--- config.mk ---
export PLATFORM = sky130hd
export DESIGN_NAME = anti_jitter_flat
export DESIGN_NICKNAME = d
export VERILOG_FILES = /design/src/rtl/anti_jitter_if.sv /design/src/rtl/anti_jitter.sv /design/src/flat_wrapper.sv
export SDC_FILE = /design/constraint.sdc
export NUM_CORES = 1
export LEC_CHECK = 0
export ABC_AREA = 1
export CELL_PAD_IN_SITES_DETAIL_PLACEMENT = 1
export CELL_PAD_IN_SITES_GLOBAL_PLACEMENT = 1
export CORE_MARGIN = 4
export CORE_UTILIZATION = 30
export DETAILED_ROUTE_END_ITERATION = 16
export PLACE_DENSITY_LB_ADDON = 0.15
export SETUP_SLACK_MARGIN = 0.3
export SLEW_MARGIN = 15
export SYNTH_ARGS = -nofsm -noshare
export SYNTH_HDL_FRONTEND = slang
export SYNTH_SLANG_ARGS = --single-unit
--- constraint.sdc ---
create_clock -name clk -period 2.4 [get_ports clk]
set_input_delay 0.24 -clock clk [delete_from_list [all_inputs] [get_ports clk]]
set_output_delay 0.24 -clock clk [all_outputs]
set_load 0.01 [all_outputs]
--- src/rtl/anti_jitter_if.sv ---
// Button bundle between the board pins and the debouncer: raw levels in, clean levels and press strobes out.
`timescale 1ns/1ps

interface anti_jitter_if #(
    parameter int WIDTH = 5
);
    logic [WIDTH-1:0] btn_in;
    logic [WIDTH-1:0] btn_out;
    logic [WIDTH-1:0] btn_pulse;

    modport master (
        output btn_in,
        input  btn_out,
        input  btn_pulse
    );

    modport slave (
        input  btn_in,
        output btn_out,
        output btn_pulse
    );
endinterface

--- src/rtl/anti_jitter.sv ---
// Per-channel button debouncer with press strobe; define ANTI_JITTER_REPEAT_EN to add
// auto-repeat strobes while a button stays held.
`timescale 1ns/1ps

module anti_jitter #(
    parameter int WIDTH           = 5,
    parameter int DEBOUNCE_CYCLES = 1000000,
    parameter int REPEAT_DELAY    = 50000000,
    parameter int REPEAT_PERIOD   = 10000000
) (
    input  logic         clk,
    input  logic         rst,
    anti_jitter_if.slave bus
);

    localparam int CNT_W = $clog2(DEBOUNCE_CYCLES) + 1;
    localparam logic [CNT_W-1:0] CNT_ZERO = {CNT_W{1'b0}};
    localparam logic [CNT_W-1:0] CNT_ONE  = CNT_W'(1);
    localparam logic [CNT_W-1:0] CNT_LAST = CNT_W'(DEBOUNCE_CYCLES - 1);

    typedef enum logic [1:0] {
        ST_LOW       = 2'd0,
        ST_WAIT_HIGH = 2'd1,
        ST_HIGH      = 2'd2,
        ST_WAIT_LOW  = 2'd3
    } state_t;

    // Refuse to elaborate with a debounce length the counter logic cannot honour.
    if (DEBOUNCE_CYCLES < 2 || DEBOUNCE_CYCLES > (1 << 24) ||
        REPEAT_DELAY < 1 || REPEAT_PERIOD < 1) begin : g_bad_params
        $error("anti_jitter: illegal parameter combination");
    end

`ifdef ANTI_JITTER_REPEAT_EN
    localparam int REP_MAX = (REPEAT_DELAY > REPEAT_PERIOD) ? REPEAT_DELAY : REPEAT_PERIOD;
    localparam int REP_W   = $clog2(REP_MAX) + 1;
    localparam logic [REP_W-1:0] REP_ZERO        = {REP_W{1'b0}};
    localparam logic [REP_W-1:0] REP_ONE         = REP_W'(1);
    localparam logic [REP_W-1:0] REP_DELAY_LAST  = REP_W'(REPEAT_DELAY - 1);
    localparam logic [REP_W-1:0] REP_PERIOD_LAST = REP_W'(REPEAT_PERIOD - 1);
`endif

    logic [WIDTH-1:0] sync1_r;
    logic [WIDTH-1:0] sync2_r;
    logic [WIDTH-1:0] out_vec_s;
    logic [WIDTH-1:0] pulse_vec_s;

    // Two-flop synchronizer on every raw pin before any decision logic.
    always_ff @(posedge clk) begin
        if (rst) begin
            sync1_r <= {WIDTH{1'b0}};
            sync2_r <= {WIDTH{1'b0}};
        end else begin
            sync1_r <= bus.btn_in;
            sync2_r <= sync1_r;
        end
    end

    for (genvar i = 0; i < WIDTH; i++) begin : g_ch
        state_t           state_r;
        state_t           state_s;
        logic [CNT_W-1:0] cnt_r;
        logic [CNT_W-1:0] cnt_s;
        logic             out_r;
        logic             out_s;
        logic             pulse_r;
        logic             pulse_s;
`ifdef ANTI_JITTER_REPEAT_EN
        logic [REP_W-1:0] rep_cnt_r;
        logic [REP_W-1:0] rep_cnt_s;
        logic             rep_armed_r;
        logic             rep_armed_s;
`endif

        // Next-state, debounce count and strobe for this channel.
        always_comb begin
            state_s = state_r;
            cnt_s   = cnt_r;
            out_s   = out_r;
            pulse_s = 1'b0;
`ifdef ANTI_JITTER_REPEAT_EN
            // Anything other than staying in HIGH restarts the repeat timing.
            rep_cnt_s   = REP_ZERO;
            rep_armed_s = 1'b0;
`endif
            case (state_r)
                ST_LOW: begin
                    out_s = 1'b0;
                    if (sync2_r[i]) begin
                        state_s = ST_WAIT_HIGH;
                        cnt_s   = CNT_ONE;
                    end else begin
                        cnt_s = CNT_ZERO;
                    end
                end
                ST_WAIT_HIGH: begin
                    if (!sync2_r[i]) begin
                        state_s = ST_LOW;
                        cnt_s   = CNT_ZERO;
                    end else if (cnt_r >= CNT_LAST) begin
                        state_s = ST_HIGH;
                        cnt_s   = CNT_ZERO;
                        out_s   = 1'b1;
                        pulse_s = 1'b1;
                    end else begin
                        cnt_s = cnt_r + CNT_ONE;
                    end
                end
                ST_HIGH: begin
                    out_s = 1'b1;
                    if (!sync2_r[i]) begin
                        state_s = ST_WAIT_LOW;
                        cnt_s   = CNT_ONE;
                    end else begin
                        cnt_s = CNT_ZERO;
`ifdef ANTI_JITTER_REPEAT_EN
                        // First interval is the initial delay, later ones the period.
                        if (rep_cnt_r >= (rep_armed_r ? REP_PERIOD_LAST : REP_DELAY_LAST)) begin
                            pulse_s     = 1'b1;
                            rep_cnt_s   = REP_ZERO;
                            rep_armed_s = 1'b1;
                        end else begin
                            rep_cnt_s   = rep_cnt_r + REP_ONE;
                            rep_armed_s = rep_armed_r;
                        end
`endif
                    end
                end
                ST_WAIT_LOW: begin
                    if (sync2_r[i]) begin
                        state_s = ST_HIGH;
                        cnt_s   = CNT_ZERO;
                    end else if (cnt_r >= CNT_LAST) begin
                        state_s = ST_LOW;
                        cnt_s   = CNT_ZERO;
                        out_s   = 1'b0;
                    end else begin
                        cnt_s = cnt_r + CNT_ONE;
                    end
                end
                default: begin
                    state_s = ST_LOW;
                    cnt_s   = CNT_ZERO;
                    out_s   = 1'b0;
                end
            endcase
        end

        // Channel state, counters and registered outputs.
        always_ff @(posedge clk) begin
            if (rst) begin
                state_r <= ST_LOW;
                cnt_r   <= CNT_ZERO;
                out_r   <= 1'b0;
                pulse_r <= 1'b0;
`ifdef ANTI_JITTER_REPEAT_EN
                rep_cnt_r   <= REP_ZERO;
                rep_armed_r <= 1'b0;
`endif
            end else begin
                state_r <= state_s;
                cnt_r   <= cnt_s;
                out_r   <= out_s;
                pulse_r <= pulse_s;
`ifdef ANTI_JITTER_REPEAT_EN
                rep_cnt_r   <= rep_cnt_s;
                rep_armed_r <= rep_armed_s;
`endif
            end
        end

        assign out_vec_s[i]   = out_r;
        assign pulse_vec_s[i] = pulse_r;
    end

    assign bus.btn_out   = out_vec_s;
    assign bus.btn_pulse = pulse_vec_s;

endmodule

--- src/flat_wrapper.sv ---
// flat-port wrapper written by rule: the top's interface ports become plain ports
module anti_jitter_flat 
#(
    parameter int WIDTH           = 5,
    parameter int DEBOUNCE_CYCLES = 1000000,
    parameter int REPEAT_DELAY    = 50000000,
    parameter int REPEAT_PERIOD   = 10000000
)
  (clk, rst, bus_btn_in, bus_btn_out, bus_btn_pulse);
  anti_jitter_if #(.WIDTH(WIDTH)) bus_i ();
  input  logic clk;
  input  logic rst;
  input wire logic [$bits(bus_i.btn_in)-1:0] bus_btn_in;
  output wire logic [$bits(bus_i.btn_out)-1:0] bus_btn_out;
  output wire logic [$bits(bus_i.btn_pulse)-1:0] bus_btn_pulse;
  assign bus_i.btn_in = bus_btn_in;
  assign bus_btn_out = bus_i.btn_out;
  assign bus_btn_pulse = bus_i.btn_pulse;
  anti_jitter #(.WIDTH(WIDTH), .DEBOUNCE_CYCLES(DEBOUNCE_CYCLES), .REPEAT_DELAY(REPEAT_DELAY), .REPEAT_PERIOD(REPEAT_PERIOD)) u_core (.clk(clk), .rst(rst), .bus(bus_i));
endmodule
==> out/qor.csv, run 1 <==
metric,value,unit
status,"complete, no violations",
critical-path maximum fanout,5,
Inserted Clock Buffers,17,
first-pass GRT wire length,27800,um
Fin Setup TNS,0,ns
crit path DAT,2.17,ns
Initial Util,0.307,
M2 GR Usage,0.213,
Most used DFF post-synth,dfxtp_1,
clk buf depth,2,
LEAKAGE,3.10,nW
Worst Hold Path EP,u_core.sync1_r[1]$_SDFF_PP0_,
number of diodes,0,
Chip Width,161,um
worst reg2reg path startpoint,u_core.g_ch[0].cnt_r[0]$_SDFF_PP0_,
Tcrit/Tclk final,0.778,
register area,2700,um2
crit end category,flop,
Required @ worst endpoint,2.70,ns
RD Place Congestion,0.750,
synthesized flop and latch total,135,
FILL cells,2857,
Peak VDD IR,358,uV
initial DRC count,149,
Final Skew,0.00819,ns
min cycle time layout,1.87,ns
non-filler cells in the finished layout,1305,
die height,161,um
via count of the first global-routing pass,5956,
Placed Area,7460,um2
"EDFF count, synth",0,
final setup fails,0,
Syn Inst Count,955,
"Net count, final",1016,
max-cap viol count,0,
antenna violations before repair,0,
top cell type's share of synthesized area,0.385,
Core ar.,22800,um2
Pwr Density,798,nW/um2
row count,55,
fin area,8160,um2
Hold Crit Class,input port to flop,
grt ovf,0,
I/O pins,17,
# DRC,0,
DR pass1 iterations,4,
Worst-path clk slew,0.06,ns
Achievable Freq,535,MHz
grt met1 use,0.166,
most used routing layer,met2,
Syn. warnings,0,
Root Driver,clkbuf_16,
Post-synth ARST share,0,
via count,5845,
unrepaired setup endpoints after global routing,no,
multi-input logic area,3710,um2
die area,25900,um2
Synth cell types,46,
worst reg2reg path depth,9,
Post-DRT Antenna Nets,0,
Slew Limit Fails,0,
Port Buf Inserts,16,
top post-synthesis cells by count,"nand2_1 (167), nor2_1 (164), dfxtp_1 (135)",
area delta synth->final,16.3,%
Hold Path Origin,bus_btn_in[1],
post-synthesis cell area,7010,um2
Routed WL per cell,12.0,um
worst hold path depth,3,
CTS tree,built,
CP Launch Type,flop,
Total GRT Usage,0.129,
flop2flop setup slack,0.53,ns
Synth area leader,dfxtp_1,
# clock sinks,135,
worst r2r dst,u_core.g_ch[0].cnt_r[16]$_SDFF_PP0_,
"Seq/Total Area, Yosys",0.385,
dpl hpwl,11700,um
M3 GR Usage,0.0267,
endpoints failing hold,0,
H-tree levels,4,
synth top area cells,"dfxtp_1 (39%), nand2_1 (8.9%), nor2_1 (8.8%)",
DR vias/cell,4.48,
Syn Area/Cell,7.34,um2
"Clk Latency, worst-skew pair",0.42,ns
layout cells sized above 1,0.101,
largest net degree at the start of global routing,20,
Placed Cells,1272,
aggregate routed wire length,15700,um
Critical Setup Path Class,flop to flop,
most numerous cell in the Yosys netlist,nand2_1,
[area by class of cell]
type	count	share of cell area
tap	313	0.0480
multi-input combinational	677	0.455
clock buffer	19	0.0555
timing repair buffer	22	0.0252
clock inverter	13	0.0275
inverter	126	0.0580
sequential	135	0.331
[worst max-delay path by stage]
stage | start | end | slack [ns] | cells after the start
3_3_place_gp | rst | u_core.g_ch[0].cnt_r[5]$_SDFF_PP0_ | 0.49 | 5
3_5_place_dp | rst | u_core.g_ch[0].cnt_r[5]$_SDFF_PP0_ | 0.44 | 5
4_1_cts | u_core.g_ch[0].cnt_r[0]$_SDFF_PP0_ | u_core.g_ch[0].cnt_r[16]$_SDFF_PP0_ | 0.52 | 9
2_1_floorplan | u_core.g_ch[2].cnt_r[0]$_SDFF_PP0_ | u_core.g_ch[2].cnt_r[16]$_SDFF_PP0_ | 0.77 | 10
6_report | u_core.g_ch[0].cnt_r[0]$_SDFF_PP0_ | u_core.g_ch[0].cnt_r[16]$_SDFF_PP0_ | 0.53 | 9
5_1_grt | u_core.g_ch[2].cnt_r[1]$_SDFF_PP0_ | u_core.g_ch[2].cnt_r[16]$_SDFF_PP0_ | 0.33 | 10
[through the flow]
stage	setup WS [ns]	hold WS, ns	utilization	total power, mW
2_1_floorplan	0.771	0.347	-	3.28
3_3_place_gp	0.494	0.394	0.327	3.53
3_5_place_dp	0.439	0.400	0.327	3.54
4_1_cts	0.515	0.324	0.356	6.63
5_1_grt	0.326	0.335	0.357	6.93
6_report	0.532	0.339	0.357	6.51
[state kept, by name, indices dropped and copies added, names as in the netlist, named ones only]
signal / count
u_core.g_ch.cnt_r: 105
u_core.g_ch.out_r: 5
u_core.g_ch.pulse_r: 5
u_core.g_ch.state_r: 5
u_core.sync1_r: 5
u_core.sync2_r: 5
[cell families after synthesis]
group,Yosys count,synth area share
and+or+nand+nor,526,0.361
buffers and inverters,147,0.0890
DFF,135,0.385
AOI/OAI and AO/OA,81,0.0658
xor gates and xnor gates,31,0.0387
adders and majority gates,30,0.0535
muxes,4,0.00571
other,1,0.000535
[where the power goes]
part	switching (mW)	total (mW)	internal, mW
registers	0.118	2.50	2.38
clock network	1.04	3.04	2.00
logic	0.560	0.974	0.414
total	1.72	6.51	4.79
[worst max-delay path: stages, from the launching register on]
cell and delay, ns:
dfxtp_1 0.36, ha_1 0.20, nand3_2 0.11, nor2_4 0.17, nand3_1 0.16, nor2_1 0.17, nand4_1 0.19, nor2_2 0.18
xor2_1 0.17, nor2_1 0.05
[placed cells by master (no fill, tap or decap), drive strengths merged, types with 3 or more instances in the layout]
master         instances
nand2                172
nor3                  44
buf                    6
bufinv                 6
xnor2                 12
o22ai                  6
clkinv                 4
clkbuf                19
or2                    6
conb                   5
mux2i                  4
nand3                 68
a31oi                  5
clkdlybuf4s50         16
nor4                   8
inv                  127
a21oi                 37
nor2                 182
ha                    30
nand4                 27
nor3b                 13
nand3b                 3
xor2                  19
o21ai                 28
dfxtp                135
[routing by layer]
layer | part of all wire | vias to the layer above
met5 | 0 | -
met4 | 0.015 | 0
met3 | 0.021 | 18
met2 | 0.46 | 25
met1 | 0.50 | 2685
li1 | - | 3117
[timing repair]
item                                   in CTS  in global routing
endpoints found under the hold margin       0                  0
hold buffers                                0                  0
setup buffers                               0                  1
setup endpoints to repair                   0                  2
gates resized for setup                     0                  2
(Power assumes the default switching activity.)
==> run 2: changes to the inputs <==
==> constraint.sdc (replaced) <==
create_clock -name clk -period 1.9 [get_ports clk]
set_input_delay 0.19 -clock clk [delete_from_list [all_inputs] [get_ports clk]]
set_output_delay 0.19 -clock clk [all_outputs]
set_load 0.01 [all_outputs]
==> out/qor.csv, run 2 (synthesis results as in run 1) <==
metric,value,unit,change
NetSw,2.40,mW,+40%
min cycle time layout,1.63,ns,-0.234 ns
M3 GR Usage,0.0272,,+0.000513
layout cells sized above 1,0.365,,+0.264
Achievable Freq,612,MHz,+14%
row count,55,,unchanged
Routed WL per cell,13.3,um,+10%
critical-path maximum fanout,3,,-2
Core ar.,22800,um2,unchanged
final setup fails,0,,unchanged
most used routing layer,met2,,
via count,6401,,+9.5%
unrepaired setup endpoints after global routing,yes,,
Chip Width,161,um,unchanged
antenna violations before repair,0,,unchanged
Switching Share,0.300,,+0.0362
Largest Register,u_core.g_ch.cnt_r,,
RD Place Congestion,0.762,,+1.6%
Total GRT Usage,0.136,,+0.00780
Inserted Clock Buffers,17,,unchanged
I/O pins,17,,unchanged
crit path DAT,1.93,ns,-0.24 ns
Clk pwr share,0.409,,-0.058
die height,161,um,unchanged
Required @ worst endpoint,2.20,ns,-0.50 ns
via count of the first global-routing pass,6290,,+5.6%
cts hold-fix bufs,0,,unchanged
DR vias/cell,4.65,,+3.7%
Peak VDD IR,513,uV,+43%
CTS tree,built,,
max-cap viol count,0,,unchanged
Port Buf Inserts,16,,unchanged
LEAKAGE,3.60,nW,+16%
largest net degree at the start of global routing,21,,+5.0%
Worst Hold Path EP,u_core.sync1_r[0]$_SDFF_PP0_,,
DR pass1 iterations,4,,unchanged
Slew Limit Fails,0,,unchanged
Worst-path clk slew,0.06,ns,about the same
Hold Path Origin,bus_btn_in[0],,
clk buf depth,2,,unchanged
Critical Setup Path Class,flop to flop,,
worst reg2reg path depth,10,,+1
flop2flop setup slack,0.27,ns,-0.27 ns
slowest CP cell,dfxtp_2,,
first-pass GRT wire length,29600,um,+6.7%
crit-path leading delay family,simple AND/OR/NAND/NOR gates,,
Root Driver,clkbuf_16,,
H-tree levels,4,,unchanged
area delta synth->final,37.6,%,
die area,25900,um2,unchanged
Reg power frac,0.400,,+0.016
max reg flops,105,,unchanged
worst hold path depth,3,,unchanged
internal power,5.60,mW,+17%
number of diodes,0,,unchanged
initial DRC count,189,,+27%
CP Launch Type,flop,,
Crit path largest cell delay,0.36,ns,about the same
final critical-path setup slack,0.266,ns,-0.266 ns
M2 GR Usage,0.234,,+0.0207
"Clk Latency, worst-skew pair",0.42,ns,about the same
worst r2r dst,u_core.g_ch[0].state_r[0]$_SDFFE_PP0P_,,
Gate power share,0.191,,+0.041
Initial Util,0.307,,unchanged
dpl hpwl,11900,um,+1.5%
# DRC,0,,unchanged
Pwr Density,828,nW/um2,+3.9%
endpoints failing hold,0,,unchanged
"commonest cells after routing, fill and taps aside","nand2_1 (139), nor2_1 (125), inv_1 (103)",,
grt met1 use,0.173,,+0.00757
Placed Area,7570,um2,+1.4%
Final Skew,0.0138,ns,+0.00563 ns
grt ovf,0,,unchanged
"commonest non-fill, non-tap cell in the layout",nand2_1,,
pre-CTS setup slack,0.0690,ns,-0.370 ns
CP cell instances,"ha_4, nand3_4, nor2_4, buf_6, nand4_1, nand4_1, buf_4, nand3_4, nor3_2, nor2_1",,
Fin Setup TNS,0,ns,unchanged
status,"complete, no violations",,
aggregate routed wire length,18300,um,+17%
crit end category,flop,,
"Net count, final",1089,,+7.2%
worst reg2reg path startpoint,u_core.g_ch[0].cnt_r[1]$_SDFF_PP0_,,
Tcrit/Tclk final,0.860,,+0.0818
fin area,9650,um2,+18%
Post-DRT Antenna Nets,0,,unchanged
Buf/Inv on CP,2,,+2
# clock sinks,135,,unchanged
Hold Crit Class,input port to flop,,
==> run 2: cell types whose count changed in the layout (fill, tap and decap cells not counted), sizes merged <==
cell | before | now
clkinv | 4 | 6
buf | 6 | 71
nand3 | 68 | 73
bufinv | 6 | 2
clkinvlp | 2 | 7
==> run 2: per-layer routing <==
layer  vias up  share of wire  wire length (um)
li1       3283              -                 -
met1      3061           0.47              8550
met2        40           0.50              9240
met3        17          0.017               309
met4         0          0.013               238
met5         -              0                 0
==> run 2: power by group through the flow <==
stage	combinational (mW)	clock, mW	sequential (mW)
5_1_grt	1.75	3.51	3.23
2_1_floorplan	0.973	0	3.18
3_3_place_gp	1.26	0	3.22
4_1_cts	1.39	3.39	3.19
3_5_place_dp	1.27	0	3.22
6_report	1.53	3.27	3.20
==> run 2: layout make-up <==
| type | instances | area, um2 |
|---|---|---|
| clock buffers | 18 | 429 |
| clock inverters | 14 | 151 |
| fillers | 2784 | 13200 |
| inverters | 126 | 497 |
| multi-input cells | 682 | 4580 |
| flip-flops and latches | 135 | 2820 |
| well taps | 313 | 392 |
| repair buffers | 88 | 769 |
| repair inverters | 2 | 13.8 |
==> run 2: how the worst max path moves through the flow <==
stage	start	end	slack [ns]	cells past startpoint
after floorplan	u_core.g_ch[0].cnt_r[0]$_SDFF_PP0_	u_core.g_ch[0].cnt_r[16]$_SDFF_PP0_	0.32	9
after global placement	u_core.g_ch[1].cnt_r[0]$_SDFF_PP0_	u_core.g_ch[1].cnt_r[5]$_SDFF_PP0_	0.11	10
after detailed placement	u_core.g_ch[1].cnt_r[0]$_SDFF_PP0_	u_core.g_ch[1].cnt_r[5]$_SDFF_PP0_	0.07	10
after CTS	u_core.g_ch[1].cnt_r[1]$_SDFF_PP0_	u_core.g_ch[1].cnt_r[14]$_SDFF_PP0_	0.22	9
after global routing	u_core.g_ch[0].cnt_r[0]$_SDFF_PP0_	flop	0.11	11
final	u_core.g_ch[0].cnt_r[1]$_SDFF_PP0_	u_core.g_ch[0].state_r[0]$_SDFFE_PP0P_	0.27	10
==> run 2: what timing repair did <==
action	4_1_cts	5_1_grt
endpoints found under the setup margin	110	115
resized for setup	90	222
setup buffers	23	33
pin swaps	27	74
cloned	7	2
==> run 2: metrics by stage <==
step | instances | power, mW | utilization | hold slack (ns)
final | 1378 | 7.99 | 0.422 | 0.297
after CTS | 1343 | 7.96 | 0.382 | 0.279
after floorplan | 959 | 4.15 | - | 0.297
after detailed placement | 1281 | 4.49 | 0.331 | 0.407
after global placement | 1281 | 4.48 | 0.331 | 0.402
after global routing | 1378 | 8.49 | 0.422 | 0.288
==> run 2: tightest hold or removal path: cells and delay by family <==
| kind | cells | cell delay (ns) |
|---|---|---|
| AND/OR/NAND/NOR | 1 | 0.03 |
| buffers and inverters | 2 | 0.44 |
